[src/rtl/mem_arb_pkg.sv]
// Shared encodings and default widths for the memory-port arbiter.
package mem_arb_pkg;

  localparam int DEF_ADDR_W = 28;
  localparam int DEF_LINE_W = 128;

  typedef enum logic [1:0] {
    IDLE    = 2'd0,
    BUSY_I  = 2'd1,
    BUSY_D  = 2'd2,
    RELEASE = 2'd3
  } state_t;

  localparam logic [1:0] GNT_NONE = 2'b00;
  localparam logic [1:0] GNT_I    = 2'b01;
  localparam logic [1:0] GNT_D    = 2'b10;

endpackage

[src/rtl/arb_wait_counter.sv]
// Saturating 8-bit wait counter; at_limit flags that a waiting requester
// has been held off for STARVE_LIMIT cycles or more.
module arb_wait_counter #(
  parameter int STARVE_LIMIT = 15
) (
  input  logic clk,
  input  logic rst,
  input  logic inc,
  input  logic clr,
  output logic at_limit
);

  localparam logic [7:0] LIMIT = 8'(STARVE_LIMIT);

  logic [7:0] count;

  // clr wins over inc so the granting edge always leaves the count at zero
  always_ff @(posedge clk) begin
    if (rst)
      count <= 8'd0;
    else if (clr)
      count <= 8'd0;
    else if (inc && (count != 8'hFF))
      count <= count + 8'd1;
  end

  assign at_limit = (count >= LIMIT);

endmodule

[src/rtl/mem_port_arbiter.sv]
// Arbitrates the single main-memory port between I-cache and D-cache refills.
// Optional MEM_ARB_ROUND_ROBIN_EN replaces D priority + starvation guard with round robin.
module mem_port_arbiter
  import mem_arb_pkg::*;
#(
  parameter int ADDR_W       = DEF_ADDR_W,
  parameter int LINE_W       = DEF_LINE_W,
  parameter int STARVE_LIMIT = 15
) (
  input  logic              clk,
  input  logic              rst,
  input  logic              i_read,
  input  logic [ADDR_W-1:0] i_addr,
  output logic              i_ready,
  output logic [LINE_W-1:0] i_rdata,
  input  logic              d_read,
  input  logic              d_write,
  input  logic [ADDR_W-1:0] d_addr,
  input  logic [LINE_W-1:0] d_wdata,
  output logic              d_ready,
  output logic [LINE_W-1:0] d_rdata,
  output logic              mem_read,
  output logic              mem_write,
  output logic [ADDR_W-1:0] mem_addr,
  output logic [LINE_W-1:0] mem_wdata,
  input  logic              mem_ready,
  input  logic [LINE_W-1:0] mem_rdata,
  output logic [1:0]        grant
);

  state_t state, state_nxt;
  logic   d_req;
  logic   pick_i;

  assign d_req = d_read | d_write;

`ifdef MEM_ARB_ROUND_ROBIN_EN
  // 1 = D was granted last; reset to I so D takes the first contested grant
  logic last_d;

  always_ff @(posedge clk) begin
    if (rst)
      last_d <= 1'b0;
    else if (state == IDLE && state_nxt == BUSY_I)
      last_d <= 1'b0;
    else if (state == IDLE && state_nxt == BUSY_D)
      last_d <= 1'b1;
  end

  assign pick_i = i_read && (!d_req || last_d);
`else
  logic at_limit;

  arb_wait_counter #(
    .STARVE_LIMIT(STARVE_LIMIT)
  ) u_wait_cnt (
    .clk      (clk),
    .rst      (rst),
    .inc      (i_read && (state != BUSY_I)),
    .clr      (!i_read || (state == IDLE && state_nxt == BUSY_I)),
    .at_limit (at_limit)
  );

  assign pick_i = i_read && (!d_req || at_limit);
`endif

  always_ff @(posedge clk) begin
    if (rst)
      state <= IDLE;
    else
      state <= state_nxt;
  end

  always_comb begin
    state_nxt = state;
    case (state)
      IDLE: begin
        if (pick_i)
          state_nxt = BUSY_I;
        else if (d_req)
          state_nxt = BUSY_D;
      end
      BUSY_I, BUSY_D: begin
        if (mem_ready)
          state_nxt = RELEASE;
      end
      default: state_nxt = IDLE;
    endcase
  end

  // Registered outputs; the latched transaction is frozen until mem_ready
  always_ff @(posedge clk) begin
    if (rst) begin
      mem_read  <= 1'b0;
      mem_write <= 1'b0;
      mem_addr  <= '0;
      mem_wdata <= '0;
      i_ready   <= 1'b0;
      d_ready   <= 1'b0;
      i_rdata   <= '0;
      d_rdata   <= '0;
      grant     <= GNT_NONE;
    end else begin
      i_ready <= 1'b0;
      d_ready <= 1'b0;
      case (state)
        IDLE: begin
          if (state_nxt == BUSY_I) begin
            mem_read <= 1'b1;
            mem_addr <= i_addr;
            grant    <= GNT_I;
          end else if (state_nxt == BUSY_D) begin
            mem_read  <= !d_write;
            mem_write <= d_write;
            mem_addr  <= d_addr;
            mem_wdata <= d_wdata;
            grant     <= GNT_D;
          end
        end
        BUSY_I: begin
          if (mem_ready) begin
            mem_read <= 1'b0;
            i_rdata  <= mem_rdata;
            i_ready  <= 1'b1;
            grant    <= GNT_NONE;
          end
        end
        BUSY_D: begin
          if (mem_ready) begin
            mem_read  <= 1'b0;
            mem_write <= 1'b0;
            d_rdata   <= mem_rdata;
            d_ready   <= 1'b1;
            grant     <= GNT_NONE;
          end
        end
        default: ;
      endcase
    end
  end

endmodule

[config.mk]
export PLATFORM = sky130hd
export DESIGN_NAME = mem_port_arbiter
export DESIGN_NICKNAME = d
export VERILOG_FILES = /design/src/rtl/mem_arb_pkg.sv /design/src/rtl/arb_wait_counter.sv /design/src/rtl/mem_port_arbiter.sv
export SDC_FILE = /design/constraint.sdc
export NUM_CORES = 1
export LEC_CHECK = 0
export CORE_AREA = 4 4 285 287
export CTS_CLUSTER_DIAMETER = 80
export CTS_CLUSTER_SIZE = 28
export DETAILED_ROUTE_END_ITERATION = 8
export DIE_AREA = 0 0 289 291
export PLACE_DENSITY_LB_ADDON = 0.3
export SLEW_MARGIN = 40
export SYNTH_ARGS = -nofsm -noshare
export SYNTH_HDL_FRONTEND = slang
export SYNTH_SLANG_ARGS = --single-unit
[constraint.sdc]
create_clock -name clk -period 2.85 [get_ports clk]
set_clock_uncertainty 0.1 [all_clocks]
set_input_delay 0.4275 -clock clk [delete_from_list [all_inputs] [get_ports clk]]
set_output_delay 0.4275 -clock clk [all_outputs]
set_load 0.01 [all_outputs]
* Word-level counts from Yosys, hierarchy flattened
Index checks and enable logic that the tools add are counted.
** Storage, ports and cells
- Memory bits (read-only) :: 0
- Bits in writable memories :: 0
- Flip-flop bits (word level) :: 428
- Input bits :: 318
- Memories kept :: 0
- Latch bits :: 0
- Word-level logic and storage cells :: 69
** Operators by class
- Div/mod/pow operators :: 0
- Shifts and indexed selects :: 0
- Muxes and demuxes :: 18
- Equal/unequal tests :: 11
- Add/subtract/negate cells :: 1
- Bitwise logic cells :: 4
- Magnitude comparators :: 1
- Multipliers :: 0
- Reductions and logical operators :: 23
** Operators by type and width (count)
- $mux 28 :: 2
- $mux 2 :: 6
- $add 8x1->8 const B :: 1
- $ge 8x4->1 const B :: 1
- $ne 8x8->1 const B :: 1
- $pmux 2 s2 :: 2
- $reduce_or 2->1 :: 4
- $mux 1 :: 6
- $ne 2x1->1 const B :: 3
- $reduce_and 2->1 :: 3
- $reduce_and 3->1 :: 2
- $reduce_bool 2->1 :: 3
- $eq 2x1->1 const B :: 2
- $eq 2x2->1 const B :: 2
- $logic_and 1x1->1 :: 4
- $ne 2x2->1 const B :: 2
- $pmux 1 s2 :: 2
- $reduce_and 4->1 :: 1
- $logic_not 1->1 :: 3
- $ne 3x1->1 const B :: 1
- $not 1->1 :: 3
- $logic_not 2->1 :: 1
- $logic_or 1x1->1 :: 2
- $or 1x1->1 :: 1

* Depth between registers and ports, before layout
Gate-level depths: netlist of run 1.
- Depth after elaboration :: 10
- Depth in mapped cells :: 14
- Depth with buffers taken out :: 10

* Hierarchy
From an unflattened synthesis of run 1, not the netlist that was laid out.
** Unflattened totals
- Cell total of the unflattened synthesis :: 1902
- Area, all modules :: 15285.9 um2
** By module, submodules not included
- mem_port_arbiter :: area each 14828.0 um2, cells each 1852, times used 1, seq. area each 8408.1 um2
- arb_wait_counter :: area each 457.9 um2, cells each 50, times used 1, seq. area each 160.2 um2

* Worst setup path before layout of run 1
No wires, ideal clock.
- Path kind :: flip-flop to flip-flop
- Start point :: reg u_wait_cnt.count[4]
- End point :: reg mem_wdata[100]
- Data arrival time :: 2720 ps
- Clock period less this slack :: 2891 ps
- Data required time :: 2680 ps
- Buffers on the path :: 3
- Setup time :: 70 ps
- Stages on the path, launching flop included :: 13
- Path slack :: -41 ps
- Cell sequence :: dfxtp_1 or4_1 o31a_1 o21a_1 or2_1 ha_1 buf_2 inv_1 and3_1 clkbuf_1 clkbuf_1 nand2_1 a21oi_1
** On the way
- Longest elaborated chain between the ends :: 8
- Elaborated cells between the ends (all ways) :: 9
- Those cells by class :: 1 x order compare; 2 x eq/ne; 2 x mux; 1 x bitwise; 3 x reduce/logical
** RTL lines
- from (decl) :: line arb_wait_counter.sv:15 : logic [7:0] count;
- from (signal assigned) :: line arb_wait_counter.sv:24 : count <= count + 8'd1;
- $ge 8x4->1 (*) :: line arb_wait_counter.sv:27 : assign at_limit = (count >= LIMIT);
- $logic_or 1x1->1 (*) :: line mem_port_arbiter.sv:64 : assign pick_i = i_read && (!d_req || at_limit);
- $logic_and 1x1->1 (*) :: line mem_port_arbiter.sv:64
- $mux 2 (*) :: line mem_port_arbiter.sv:78 : if (pick_i)
- $pmux 2 s2 (*) :: line mem_port_arbiter.sv:76 : case (state)
- $eq 2x1->1 :: line mem_port_arbiter.sv:108 : if (state_nxt == BUSY_I) begin
- $not 1->1 (no line)
- $reduce_and 3->1 (no line) (*)
- to (signal assigned) :: line mem_port_arbiter.sv:116 : mem_wdata <= d_wdata;
- to (decl) :: line mem_port_arbiter.sv:25 : output logic [LINE_W-1:0] mem_wdata,
Mark *: on every way between the ends. The rest lies on a longest branch, timed or not.
A chain may end at the register's enable or synchronous reset.

* Worst setup path after layout of run 1
- Start point :: reg u_wait_cnt.count[7]
- End point :: reg mem_wdata[9]
Same word-level chain as after synthesis.

==> results of run 1 <==
-- cells in the mapped netlist (all sizes together) (2+ instances only) --
cell type / number
a211oi: 28
a21oi: 388
and2: 2
and3: 2
buf: 20
clkbuf: 122
dfxtp: 428
ha: 7
inv: 3
mux2i: 34
nand2: 774
nand2b: 2
nand3: 3
nand4: 2
nor2: 44
nor2b: 5
nor3: 2
nor3b: 2
o211ai: 3
o21ai: 4
or3: 2
or4: 2
xor2: 4
-- flip-flops by register name, summed over array words and instances (netlist names) --
signal,cells
mem_wdata,128
i_ready,1
mem_addr,28
grant,2
mem_read,1
mem_write,1
d_ready,1
i_rdata,128
state,2
u_wait_cnt.count,8
d_rdata,128
-- power by group --
part           switching (mW)  internal, mW
registers               0.538          6.90
clock network            2.60          2.34
logic                    3.96          4.04
-- metal layers --
metal,part of all wire (%),GRT usage [%],routed length [um]
met5,0,0,0
met4,2.7,4.330,1788
met3,6.9,3.579,4535
met2,50,25.46,33070
met1,40,16.81,26810
-- final cells by class --
cell class / instances / area [sq um]
Fill cell: 8285 / 52660
Sequential cell: 428 / 8569
Timing Repair Buffer: 815 / 8539
Multi-Input combinational cell: 1319 / 6402
Tap cell: 1050 / 1314
Clock buffer: 30 / 739.5
Clock inverter: 24 / 365.4
Inverter: 3 / 13.76
Antenna cell: 3 / 7.507
-- worst register-to-register path: stages (launching register included) --
cell and delay (ns):
dfxtp_2 0.33, or4_4 0.52, o31a_1 0.27, o21a_1 0.21, or2_1 0.24, ha_4 0.19
inv_4 0.07, and3_4 0.24, buf_12 0.12, clkbuf_16 0.15, buf_16 0.14, nand2_2 0.06
a21oi_2 0.14
-- through the flow --
step	util, %	worst slack [ns]	hold slack [ns]	power (mW)
2_1_floorplan	-	-0.04079	0.3746	10.42
3_3_place_gp	30.55	-0.1818	0.3411	14.35
3_5_place_dp	30.55	-0.1970	0.3456	14.38
4_1_cts	31.98	0.01526	0.1164	19.46
5_1_grt	33.01	-0.09529	0.1391	21.51
6_report	33.01	-0.01135	0.1331	20.39
-- path summary, 6_finish.rpt --
check / startpoint / endpoint / slack, ns / cells past startpoint
min reg2reg: d_rdata[25]$_SDFFE_PP0P_ / d_rdata[25]$_SDFFE_PP0P_ / 0.35 / 2
max reg2reg: u_wait_cnt.count[7]$_SDFFE_PP0P_ / mem_wdata[9]$_SDFFE_PP0P_ / -0.01 / 12
max: u_wait_cnt.count[7]$_SDFFE_PP0P_ / mem_wdata[9]$_SDFFE_PP0P_ / -0.01 / 12
min: rst / i_ready$_SDFF_PP0_ / 0.13 / 2
-- what timing repair did --
action / 4_1_cts / 5_1_grt
pin swaps: 0 / 33
gates cloned: 0 / 10
setup buffers: 0 / 8
setup endpoints to repair: 37 / 144
resized for setup: 4 / 115
-- cells by family after synthesis --
kind of cell / Yosys count
and+or+nand+nor: 846
DFF: 428
xor gates and xnor gates: 4
muxes: 34
AOI/OAI and AO/OA: 428
buffers and inverters: 145
adders and majority gates: 7
-- layout by cell type, fill, tap and decap left out, types with 3 or more instances in the layout --
cell,synthesis,layout
xor2_1,4,4
dfxtp_1,428,427
a211oi_1,28,28
a21oi_1,388,324
o21ai_0,4,4
clkdlybuf4s50_1,0,734
nand2_4,0,16
clkbuf_16,0,39
nand2_1,774,747
buf_16,0,3
inv_6,0,7
a21oi_2,0,64
buf_4,1,39
nor2_1,44,43
ha_1,7,5
mux2i_1,34,34
clkinv_4,0,4
nand2_2,0,11
diode_2,0,3
buf_12,0,27
bufinv_16,0,3
o211ai_1,3,3
nor2b_1,5,4
==> results.toml, run 1 <==
[floorplanning]
initial_core_util_pct = 19.18
die_h_um = 291
dieArea_sq_um = 84100
design.core.area_sq_um = 78610
die_w_um = 289
pin_count = 736
fp-row-count = 103

[worst_setup_path]
end_kind = "flip-flop"
critPathSlowestCell = "or4_4"
crit_type = "flip-flop to flip-flop"
critical_path.cell_chain = "or4_4, o31a_1, o21a_1, or2_1, ha_4, inv_4, and3_4, buf_12, clkbuf_16, buf_16, nand2_2, a21oi_2"
crit_path_start_kind = "flip-flop"
critPathArrivalTime_ns = 3.30
crit_required_ns = 3.29
cp_top_family = "simple AND/OR/NAND/NOR gates"
path_max_fanout = 7
critical_path_buf_inv_count = 4
cpPeakStageDelay_ns = 0.52

[routing]
vias = 15124
drc = 0
viasPerCell = 4.119
dr.pass1.iters = 4
initialDrtViolationCount = 655
wl_per_cell_um = 18.03
wirelength_mm = 66.20
final_antenna_net_count = 0

[timing]
max-slew-margin-rel_pct = 60.74
fin_crit_sh_pct = 100.4
tns_ns = -0.02509
layout_setup_ws_ns = -0.01135
worst_pin_slew_ns = 0.5889
slew_viol_final = 0
hold_violations = 0
fmax_mhz = 349.5
post-route-min-period_ns = 2.861
finalSetupViolCount = 3
rsz0062_at_grt = "true"

[yosys]
syn_inst = 1892
synth-xor-area-share_pct = 0.2324
seq_area_frac_synth_pct = 56.83
synth.area.top_cells = "dfxtp_1 (57%), nand2_1 (19%), a21oi_1 (13%)"
synth_area_sq_um = 15080
synthFlopType = "dfxtp_1"
synthAdderAreaFrac_pct = 0.5809
muxShareOfSynthArea_pct = 2.257
ys_seq_elements = 428
ys.warnings.count = 0
synth_area_per_cell_sq_um = 7.969
synth_compound_area_share_pct = 14.81
synth_edf_count = 0
synthArstFlopShare_pct = 0
synth_top_family_by_area = "simple AND/OR/NAND/NOR gates"
netlist.area_leader.share_pct = 56.83
synth_simple_gate_area_share_pct = 21.57
synth_cell_types = 34
synth_nets = 2217
synth.largest_area_cell = "dfxtp_1"

[pwr]
power.density_nw_per_um2 = 785.6
leakagePower_nw = 8.882
ir_drop_v = 0.0004763

[clock_tree]
clk_latency_ns = 0.60
cts_tree = "done"
clk_pin_slew_ns = 0.10
ctsHoldBuffers = 0
cts_buffers = 29
clock_sinks = 428
htree_levels = 1
clock_path_buffers = 3
clockRootBuffer = "clkbuf_16"

[min_path]
hp-class = "primary input to flip-flop"

[global_route]
grt.overflow.total = 0
grt_max_degree = 83
grt_usage_pct = 14.29
antenna_found_initial = 3
grt_pass1_vias = 14554
grt_pass1_wl_mm = 93.24

[placed_design]
dpl_cell_area_sq_um = 24020
hpwl_mm = 48.29
portBuffers = 735
gp_congestion = 0.8169
placedCellCount = 3597

[job]
cap_violations = 0

[finish]
area_delta_synth_final_pct = 72.12
nets = 2921
drive_gt1_share_pct = 9.087
final_cells = 3672
design_area_sq_um = 25950

[run_status]
violations = "setup timing"
status = "finished, violations left"
(Power assumes the default switching activity.)
==> run 2, diff against run 1 <==
- CORE_AREA: 4 4 285 287 -> 4 4 287 289
- DIE_AREA: 0 0 289 291 -> 0 0 291 293
- SYNTH_HIERARCHICAL: unset -> 1
==> results.toml, run 2 <==
[worst_setup_path]
crit_type = "flip-flop to flip-flop"
crit_required_ns = 3.25
cp_top_family = "simple AND/OR/NAND/NOR gates"
critical_path_buf_inv_count = 2
cpMostUsedCell = "nand2_1"
startpoint = "u_wait_cnt/count[1]$_SDFFE_PP0P_"
reg2reg_setup_slack_ns = 0.20
critPathSlowestCell = "dfxtp_1"
rr_startpoint = "u_wait_cnt/count[1]$_SDFFE_PP0P_"
critPathArrivalTime_ns = 3.05
cpPeakStageDelay_ns = 0.41
crit_path_start_kind = "flip-flop"
path_max_fanout = 28
r2r_cells = 12
r2r_end = "mem_wdata[47]$_SDFFE_PP0P_"
end_kind = "flip-flop"
critical_path.cell_chain = "ha_2, nand3_1, nand2_1, nand2_1, a311oi_2, or2_1, ha_2, nand3b_1, buf_12, buf_12, nand2_1, a21oi_1"

[yosys]
synth_nets = 2227
synth_edf_count = 0
ys_seq_elements = 428
synth.area.top_cells = "dfxtp_1 (56%), nand2_1 (19%), a21oi_1 (13%)"
ys.warnings.count = 6
synthArstFlopShare_pct = 0
synth_cell_types = 40
netlist.area_leader.share_pct = 56.05
yosys.cell_count.top_type = "nand2_1"
seq_area_frac_synth_pct = 56.05
synthFlopType = "dfxtp_1"
syn_inst = 1902
synth.largest_area_cell = "dfxtp_1"
synth_common_cells = "nand2_1 (782), dfxtp_1 (428), a21oi_1 (388)"
synth_area_per_cell_sq_um = 8.037
synth_area_sq_um = 15290

[clock_tree]
ctsHoldBuffers = 0
clockRootBuffer = "clkbuf_16"
cts_buffers = 27
cts_tree = "done"
clk_pin_slew_ns = 0.10
clock_sinks = 428
htree_levels = 1
clock_path_buffers = 3
clk_latency_ns = 0.59

[routing]
drc = 0
wl_per_cell_um = 17.39
viasPerCell = 4.124
final_antenna_net_count = 0
wirelength_mm = 64.10
vias = 15206
dr.pass1.iters = 4
initialDrtViolationCount = 603

[pwr]
leakagePower_nw = 8.638
ir_drop_v = 0.0004234
power.density_nw_per_um2 = 762.0

[finish]
area_delta_synth_final_pct = 65.20
drive_gt1_share_pct = 5.422
nets = 2924
final_common_cell = "nand2_1"
design_area_sq_um = 25250
mostFrequentLayoutCells = "nand2_1 (780), clkdlybuf4s50_1 (734), dfxtp_1 (426), a21oi_1 (388), buf_4 (49)"
fill_cells = 8558
largestRegisters = "d_rdata: 128 flops, i_rdata: 128 flops, mem_wdata: 128 flops"

[floorplanning]
fp-row-count = 104
design.core.area_sq_um = 79900
die_h_um = 293
pin_count = 736
die_w_um = 291
initial_core_util_pct = 19.13
dieArea_sq_um = 85260

[timing]
layout_setup_ws_ns = 0.1990
tns_ns = 0
worst_pin_slew_ns = 0.6452
fmax_mhz = 377.2
slew_viol_final = 0
hold_violations = 0
max-slew-margin-rel_pct = 56.99
finalSetupViolCount = 0
fin_crit_sh_pct = 93.02
post-route-min-period_ns = 2.651

[placed_design]
dp_slack_ns = -0.04368
portBuffers = 735
dpl_cell_area_sq_um = 24250
gp_congestion = 0.8162
hpwl_mm = 48.07

[run_status]
status = "finished clean"

[job]
cap_violations = 0

[min_path]
hold_depth = 2
hold_start = "rst"
min_to = "d_ready$_SDFF_PP0_"
hp-class = "primary input to flip-flop"

[global_route]
grt_usage_pct = 13.97
grt_pass1_wl_mm = 94.00
grt_pass1_vias = 14759
grt.overflow.total = 0
grt_max_degree = 92
antenna_found_initial = 8
[run 2: logic make-up after synthesis]
| kind of cell | after synthesis | synth area share, % |
|---|---|---|
| buffers and inverters | 152 | 4.526 |
| muxes | 34 | 2.226 |
| adders and majority gates | 7 | 0.5729 |
| AOI/OAI and AO/OA | 433 | 15.02 |
| and+or+nand+nor | 848 | 21.60 |
| DFF | 428 | 56.05 |
[run 2: worst max path at each step]
| stage | end | depth (start not counted) |
|---|---|---|
| detailed placement | mem_wdata[124]$_SDFFE_PP0P_ | 10 |
| global route | mem_wdata[47]$_SDFFE_PP0P_ | 12 |
| global placement | mem_wdata[99]$_SDFFE_PP0P_ | 10 |
| finish | mem_wdata[47]$_SDFFE_PP0P_ | 12 |
| CTS | mem_wdata[47]$_SDFFE_PP0P_ | 11 |
| floorplan | u_wait_cnt/count[5]$_SDFFE_PP0P_ | 12 |
[run 2: final cells by class]
class                           instances  area, sq um  area share, %
Multi-Input combinational cell       1322         6068          24.03
Sequential cell                       428         8571          33.94
Clock inverter                         17        226.5         0.8968
Antenna cell                            8        20.02        0.07928
Inverter                                8        30.03         0.1189
Tap cell                             1060         1326          5.252
Clock buffer                           32        714.4          2.829
Timing Repair Buffer                  812         8295          32.85
[run 2: what timing repair did]
action,CTS,global route
hold endpoints to repair,0,0
gates resized for setup,0,4
endpoints found under the setup margin,0,144
buffers inserted,0,1
[run 2: routing by layer]
layer  GRT usage, %  wire length (um)
met5              0                 0
met2          24.45             31700
met4          5.300              2227
met1          15.83             25270
met3          4.633              4907
[run 2: power breakdown]
| part | internal, mW | switching (mW) | total, mW |
|---|---|---|---|
| logic | 3.56 | 3.71 | 7.28 |
| clock network | 2.02 | 2.43 | 4.45 |
| registers | 7.01 | 0.506 | 7.52 |
| total | 12.6 | 6.65 | 19.2 |
[run 2: through the flow]
stage	utilization (%)	cells	total power, mW	hold WS (ns)
2_1_floorplan	-	1902	10.85	0.3790
3_5_place_dp	30.35	3628	14.91	0.3456
6_report	31.61	3687	19.24	0.1339
4_1_cts	31.53	3677	19.47	0.08905
3_3_place_gp	30.35	3628	14.88	0.3405
5_1_grt	31.60	3686	20.36	0.1247
